===== config.mk =====
export PLATFORM = sky130hd
export DESIGN_NAME = pipelined_carry_chain_adder
export DESIGN_NICKNAME = d
export VERILOG_FILES = /design/src/rtl/pipelined_carry_chain_adder_pkg.sv /design/src/rtl/pipelined_carry_chain_adder_slice.sv /design/src/rtl/pipelined_carry_chain_adder.sv
export SDC_FILE = /design/constraint.sdc
export NUM_CORES = 1
export LEC_CHECK = 0
export CORE_MARGIN = 2
export CORE_UTILIZATION = 35
export DETAILED_ROUTE_END_ITERATION = 12
export HOLD_SLACK_MARGIN = 0.15
export PLACE_DENSITY = 0.54
export SLEW_MARGIN = 15
export SYNTH_ARGS = -nofsm -noshare
export SYNTH_HDL_FRONTEND = slang
export SYNTH_HIERARCHICAL = 1
export SYNTH_SLANG_ARGS = --single-unit

===== constraint.sdc =====
create_clock -name clk -period 7.9 [get_ports clk]
set_input_delay 0.79 -clock clk [delete_from_list [all_inputs] [get_ports clk]]
set_output_delay 0.79 -clock clk [all_outputs]
set_load 0.01 [all_outputs]

===== src/rtl/pipelined_carry_chain_adder_pkg.sv =====
// Shared definitions for the pipelined carry-chain adder: default geometry,
// geometry legality check and the per-stage control payload.
package adder_pkg;

  localparam int DEFAULT_WIDTH  = 16;
  localparam int DEFAULT_STAGES = 4;

  // Control half of a pipeline stage; the width-dependent data fields are
  // added by the user, which knows WIDTH.
  typedef struct packed {
    logic valid;
    logic sub;
    logic carry;
    logic c_msb;
  } stage_ctrl_t;

  function automatic bit cfg_legal(input int width, input int stages);
    return (stages >= 1) && (stages <= width) && ((width % stages) == 0);
  endfunction

endpackage


===== src/rtl/pipelined_carry_chain_adder_slice.sv =====
// One SLICE-bit ripple of full adders; also reports the carry into its top
// bit so the last slice can form the signed-overflow flag.
module adder_slice
  import adder_pkg::*;
#(
  parameter int W = 4
) (
  input  logic [W-1:0] a,
  input  logic [W-1:0] b,
  input  logic         cin,
  output logic [W-1:0] s,
  output logic         cout,
  output logic         c_msb_in
);

  always_comb begin
    logic [W:0] c;
    c    = '0;
    s    = '0;
    c[0] = cin;
    for (int i = 0; i < W; i++) begin
      s[i]   = a[i] ^ b[i] ^ c[i];
      c[i+1] = (a[i] & b[i]) | (c[i] & (a[i] ^ b[i]));
    end
    cout     = c[W];
    c_msb_in = c[W-1];
  end

endmodule


===== src/rtl/pipelined_carry_chain_adder.sv =====
// Streaming adder/subtractor whose carry chain is cut into STAGES registered
// slices; each stage finishes one slice and hands its carry to the next.
module pipelined_carry_chain_adder
  import adder_pkg::*;
#(
  parameter int WIDTH  = DEFAULT_WIDTH,
  parameter int STAGES = DEFAULT_STAGES
) (
  input  logic             clk,
  input  logic             rst,
  input  logic             in_valid,
  output logic             in_ready,
  input  logic [WIDTH-1:0] a,
  input  logic [WIDTH-1:0] b,
  input  logic             cin,
  input  logic             sub,
  output logic             out_valid,
  input  logic             out_ready,
  output logic [WIDTH-1:0] sum,
  output logic             cout,
  output logic             overflow
);

  localparam int SLICE = WIDTH / STAGES;

  generate
    if (!cfg_legal(WIDTH, STAGES)) begin : g_cfg_err
      $error("pipelined_carry_chain_adder: WIDTH must be a multiple of STAGES");
    end
  endgenerate

  // sum holds completed low bits; a_rem/b_rem hold the unadded operand bits
  // shifted down so the next slice always reads bits [SLICE-1:0].
  typedef struct packed {
    stage_ctrl_t      ctrl;
    logic [WIDTH-1:0] sum;
    logic [WIDTH-1:0] a_rem;
    logic [WIDTH-1:0] b_rem;
  } stage_t;

  stage_t            stage_q [STAGES];
  stage_t            stage_d [STAGES];
  logic [STAGES-1:0] adv;

  logic [SLICE-1:0] sl_a    [STAGES];
  logic [SLICE-1:0] sl_b    [STAGES];
  logic [SLICE-1:0] sl_s    [STAGES];
  logic             sl_cin  [STAGES];
  logic             sl_cout [STAGES];
  logic             sl_cmsb [STAGES];

  // Handshake: a transfer happens on a rising edge where valid and ready are
  // both high. A stage advances when empty or when its successor advances,
  // so in_ready depends only on valid bits and out_ready, never on in_valid.
  always_comb begin
    logic go;
    go  = out_ready;
    adv = '0;
    for (int k = STAGES - 1; k >= 0; k--) begin
      go     = !stage_q[k].ctrl.valid || go;
      adv[k] = go;
    end
  end

  always_comb begin
    sl_a[0]   = a[SLICE-1:0];
    sl_b[0]   = b[SLICE-1:0] ^ {SLICE{sub}};
    sl_cin[0] = sub | cin;
    for (int k = 1; k < STAGES; k++) begin
      sl_a[k]   = stage_q[k-1].a_rem[SLICE-1:0];
      sl_b[k]   = stage_q[k-1].b_rem[SLICE-1:0] ^ {SLICE{stage_q[k-1].ctrl.sub}};
      sl_cin[k] = stage_q[k-1].ctrl.carry;
    end
  end

  generate
    for (genvar k = 0; k < STAGES; k++) begin : g_slice
      adder_slice #(.W(SLICE)) u_slice (
        .a        (sl_a[k]),
        .b        (sl_b[k]),
        .cin      (sl_cin[k]),
        .s        (sl_s[k]),
        .cout     (sl_cout[k]),
        .c_msb_in (sl_cmsb[k])
      );
    end
  endgenerate

  always_comb begin
    stage_d[0].ctrl.valid         = in_valid;
    stage_d[0].ctrl.sub           = sub;
    stage_d[0].ctrl.carry         = sl_cout[0];
    stage_d[0].ctrl.c_msb         = sl_cmsb[0];
    stage_d[0].sum                = '0;
    stage_d[0].sum[SLICE-1:0]     = sl_s[0];
    stage_d[0].a_rem              = a >> SLICE;
    stage_d[0].b_rem              = b >> SLICE;
    for (int k = 1; k < STAGES; k++) begin
      stage_d[k].ctrl.valid           = stage_q[k-1].ctrl.valid;
      stage_d[k].ctrl.sub             = stage_q[k-1].ctrl.sub;
      stage_d[k].ctrl.carry           = sl_cout[k];
      stage_d[k].ctrl.c_msb           = sl_cmsb[k];
      stage_d[k].sum                  = stage_q[k-1].sum;
      stage_d[k].sum[k*SLICE +: SLICE] = sl_s[k];
      stage_d[k].a_rem                = stage_q[k-1].a_rem >> SLICE;
      stage_d[k].b_rem                = stage_q[k-1].b_rem >> SLICE;
    end
  end

  // Bubbles only clear the valid bit, so the outputs keep the last result.
  always_ff @(posedge clk or posedge rst) begin
    if (rst) begin
      for (int k = 0; k < STAGES; k++) stage_q[k] <= '0;
    end else begin
      for (int k = 0; k < STAGES; k++) begin
        if (adv[k]) begin
          if (stage_d[k].ctrl.valid) stage_q[k] <= stage_d[k];
          else                       stage_q[k].ctrl.valid <= 1'b0;
        end
      end
    end
  end

  assign in_ready  = adv[0];
  assign out_valid = stage_q[STAGES-1].ctrl.valid;
  assign sum       = stage_q[STAGES-1].sum;
  assign cout      = stage_q[STAGES-1].ctrl.carry;
  assign overflow  = stage_q[STAGES-1].ctrl.carry ^ stage_q[STAGES-1].ctrl.c_msb;

endmodule


[Yosys cells after proc, flatten, opt, wreduce, memory -nomap -nowiden]
Cells that the tools add are included.
Word-level totals
  register bits after elaboration: 100
  logic and storage cells: 124
  output and inout port bits: 20
Cells by class
  bitwise logic cells: 86
  reduce and logical (&&, ||, !) cells: 12
  mux-type cells: 4
Operators with widths (count)
  $xor A1 B1 Y1: 33
  $and A1 B1 Y1: 32
  $or A1 B1 Y1: 17
  $xor A4 B4 Y4: 4
  $reduce_and A2 Y1: 4
  $logic_not A1 Y1: 4
  $logic_or A1 B1 Y1: 4
  $mux W1: 4

[Depth between registers and ports, before layout]
  depth after elaboration: 10
  depth in mapped cells: 9
  mapped depth without buffers: 8

[Modules after synthesis]
Netlist, hierarchy kept.
By module, submodules not included
  pipelined_carry_chain_adder: area each 4037.6 µm², sequential area each 2502.4 µm², cells each 256, instances 1
  adder_slice: area each 110.1 µm², sequential area each 0.0 µm², cells each 12, instances 4

[Worst setup path after synthesis]
Ideal clock, no wire load.
  path type: input -> register
  start: in sub
  end: reg stage_q, in the netlist stage_d[139]
  buffers on the path: 1
  stages: 9
  library setup time: 127 ps
  setup slack: 4869 ps
  data arrival time: 2904 ps
  cells stage by stage: clkbuf_1 xor2_1 fa_1 inv_1 fa_1 fa_1 inv_1 fa_1 mux2_1
RTL lines
  from (decl): RTL line pipelined_carry_chain_adder.sv:16  | input logic sub,
  to (signal, indexed assignment): RTL line pipelined_carry_chain_adder.sv:117  | if (stage_d[k].ctrl.valid) stage_q[k] <= stage_d[k];
  to (decl): RTL line pipelined_carry_chain_adder.sv:41  | stage_t stage_q [STAGES];

==> results.tsv <==
stage	metric	value	unit
detailed_routing	drt initial violations	83	
critical_path	crit path buf inv count	3	
clock_tree	Worst-path clk slew	0.07	ns
sta	min Tclk post-route	3.184	ns
place	Post-DP HPWL	4864	µm
critical_path	CP Max Fanout	6	
place	pre-CTS setup slack	4.365	ns
critical_path	r2r startpoint	stage_d[154]$_DFFE_PP0P_	
cells_and_area	Final #Nets	399	
flow_run	Max-Cap Viols	0	
detailed_routing	vias per cell	4.369	
sta	fmax	0.3141	GHz
clock_tree	TritonCTS buffer count	9	
critical_path	Crit path top cell by count	fa_1	
detailed_routing	DR vias	2276	
grt	Tot GR Track Use	12.21	%
critical_path	worst reg2reg path depth	8	
critical_path	Startpoint Class	primary input	
clock_tree	post-CTS setup buffers	0	
power	PwrDens	345.4	nW/µm²
place	placed insts	506	
sta	Final TNS setup	0	ns
critical_path	crit path cell chain	clkdlybuf4s50_1 -> xor2_1 -> fa_1 -> inv_1 -> fa_1 -> fa_1 -> inv_1 -> fa_1 -> mux2_1	
worst_hold_path	HP Class	reg2reg	
grt	GR Overflow Total	0	
worst_hold_path	Hold Path Cell Cnt	1	
cells_and_area	final core utilization	42.80	%
cells_and_area	n_diodes	0	
critical_path	Crit path max-delay family	adder cells	
cells_and_area	Syn-to-layout area delta	20.12	%
yosys	Seq cells post-synth	100	
power	Tot Pwr	1.858	mW
sta	Worst Skew	0.006257	ns
yosys	post-synth cell types	17	
clock_tree	CTS Sinks	100	
detailed_routing	wire length per cell	14.15	µm
detailed_routing	DRT Pass-1 Iters	2	
floorplan	Starting Density	35.63	%
clock_tree	CTS H-tree lvls	3	
power	Max VDD drop	0.0001136	V
critical_path	Critical Path Start	sub	
cells_and_area	most common cell after layout, fill and taps aside	dfrtp_1	
place	IO buf count	57	
detailed_routing	antenna viol nets, final	0	
sta	period utilization	40.30	%
floorplan	IO Count	58	
critical_path	CP arrival	3.40	ns
sta	RSZ-0062 raised after global routing	false	
sta	Hold Vio Cnt, Final	0	
floorplan	die height	117.1	µm
grt	largest net degree at the start of global routing	69	
floorplan	Core Area	12570	µm²
yosys	Yosys warnings	6	
detailed_routing	Routed WL	7374	µm
yosys	Post-Syn Instances	304	
clock_tree	Post-CTS Hold Fix Bufs	0	
place	RD Place Congestion	0.6784	
sta	final setup violation count	0	
critical_path	FF-to-FF End	stage_d[91]$_DFFE_PP0P_	
status	run status	finished clean	
floorplan	Die Wd	117.1	µm
yosys	Syn Nets	358	
clock_tree	clk root buf	clkbuf_16	
critical_path	R2R Setup Slk	5.27	ns
critical_path	Worst path depth	9	
critical_path	crit path kind	in2reg	
grt	initial antenna violation count	0	
critical_path	Critical-path top delay cell	clkdlybuf4s50_1	
detailed_routing	# DRC	0	
critical_path	CP peak stage delay	0.61	ns
grt	number of global-route vias before repair	2415	
sta	worst slew pin tran	1.095	ns
grt	first-pass GRT wire length	12450	µm
clock_tree	clock latency on the worst-skew pair	0.34	ns
sta	worst setup margin	4.716	ns
cells_and_area	Fillers	1181	
yosys	Seq/Total Area, Yosys	55.88	%
cells_and_area	share of cells above drive strength 1	33.24	%
critical_path	Worst setup EP type	register	
cells_and_area	commonest cells after routing, fill and taps aside	dfrtp_1 (100), mux2_2 (94), clkdlybuf4s50_1 (57), inv_1 (33), xor2_1 (17)	
sta	Rel. slew slack	26.71	%
floorplan	die footprint	13710	µm²
power	leakage power figure	2.333	nW
clock_tree	CTS tree	yes	
floorplan	num rows	41	
critical_path	Setup crit end	stage_d[139]$_DFFE_PP0P_	
cells_and_area	Finished Layout Cells	521	
sta	Slew Limit Fails	0	
clock_tree	worst-case clock buffer depth	2	
clock_tree	# resized after CTS	0	
yosys	Synth Area per Inst	14.73	µm²
yosys	Mapped Area	4478	µm²
critical_path	critical path required time	8.12	ns
[Yosys cell counts]
master / n / area share [%]
dfrtp_1: 100 / 56
mux2_2: 94 / 24
inv_1: 34 / 2.8
buf_4: 17 / 2.8
xor2_1: 17 / 3.3
fa_1: 16 / 7.2
buf_6: 5 / 1.3
clkbuf_1: 4 / 0.34
nand2b_1: 4 / 0.56
buf_2: 2 / 0.22
mux2_1: 2 / 0.50
nand2_1: 2 / 0.17
nand2_2: 2 / 0.28
or2_2: 2 / 0.28
nand3b_1: 1 / 0.17
nand4b_2: 1 / 0.34
o21ai_2: 1 / 0.20
[how the worst min path moves through the flow]
stage | from | to | slack (ns)
2_1_floorplan | stage_d[110]$_DFFE_PP0P_ | stage_d[110]$_DFFE_PP0P_ | 0.46
3_5_place_dp | stage_d[54]$_DFFE_PP0P_ | stage_q[54]$_DFFE_PP0P_ | 0.49
6_report | stage_d[42]$_DFFE_PP0P_ | sum[10]$_DFFE_PP0P_ | 0.50
4_1_cts | stage_d[68]$_DFFE_PP0P_ | sl_a[0]$_DFFE_PP0P_ | 0.50
3_3_place_gp | stage_d[139]$_DFFE_PP0P_ | stage_d[139]$_DFFE_PP0P_ | 0.48
5_1_grt | stage_d[120]$_DFFE_PP0P_ | sl_a[4]$_DFFE_PP0P_ | 0.52
[final cells by class]
type / instances / area [µm²] / area share, %
Tap cell: 172 / 215.2 / 4.001
Clock inverter: 5 / 77.57 / 1.442
Timing Repair Buffer: 58 / 578.1 / 10.75
Sequential cell: 100 / 2502 / 46.52
Clock buffer: 10 / 229.0 / 4.257
Inverter: 34 / 130.1 / 2.419
Multi-Input combinational cell: 142 / 1647 / 30.61
[metal layers]
| metal | wire (µm) | share of wire, % | track usage (%) | vias to the layer above |
|---|---|---|---|---|
| met4 | 146 | 2.0 | 5.412 | 0 |
| met5 | 0 | 0 | 0 | - |
| met1 | 3552 | 48 | 16.56 | 1165 |
| li1 | - | - | - | 1062 |
| met3 | 278 | 3.8 | 3.193 | 10 |
| met2 | 3397 | 46 | 18.57 | 39 |
[logic make-up (layout without fill, tap and decap cells)]
kind of cell / Yosys count / in the layout / synth area share, %
flip-flops: 100 / 100 / 55.88
adder cells (fa/ha/maj): 16 / 16 / 7.153
AO/OA/AOI/OAI: 1 / 1 / 0.1956
XOR/XNOR: 17 / 17 / 3.325
AND/OR/NAND/NOR: 12 / 12 / 1.788
buffers and inverters: 62 / 107 / 7.516
multiplexers: 96 / 96 / 24.14
[metrics by stage]
stage	instance area, µm²	hold WS, ns
4_1_cts	5379	0.5036
3_5_place_dp	5072	0.4886
3_3_place_gp	5072	0.4775
2_1_floorplan	4478	0.4602
5_1_grt	5379	0.5212
6_report	5379	0.4986
[state kept, by name, summed over array words and instances (netlist names)]
signal and cells:
cout 1, out_valid 1, sl_a 12, sl_cin 3, stage_d 54, stage_q 13
sum 16
[report_power, final]
part / leakage [nW] / internal, mW / switching [mW]
clock: 0.148 / 0.275 / 0.182
sequential: 1.16 / 0.696 / 0.107
combinational: 1.02 / 0.362 / 0.235
total: 2.33 / 1.33 / 0.524
Note: power is estimated with default switching activity, not from simulation.
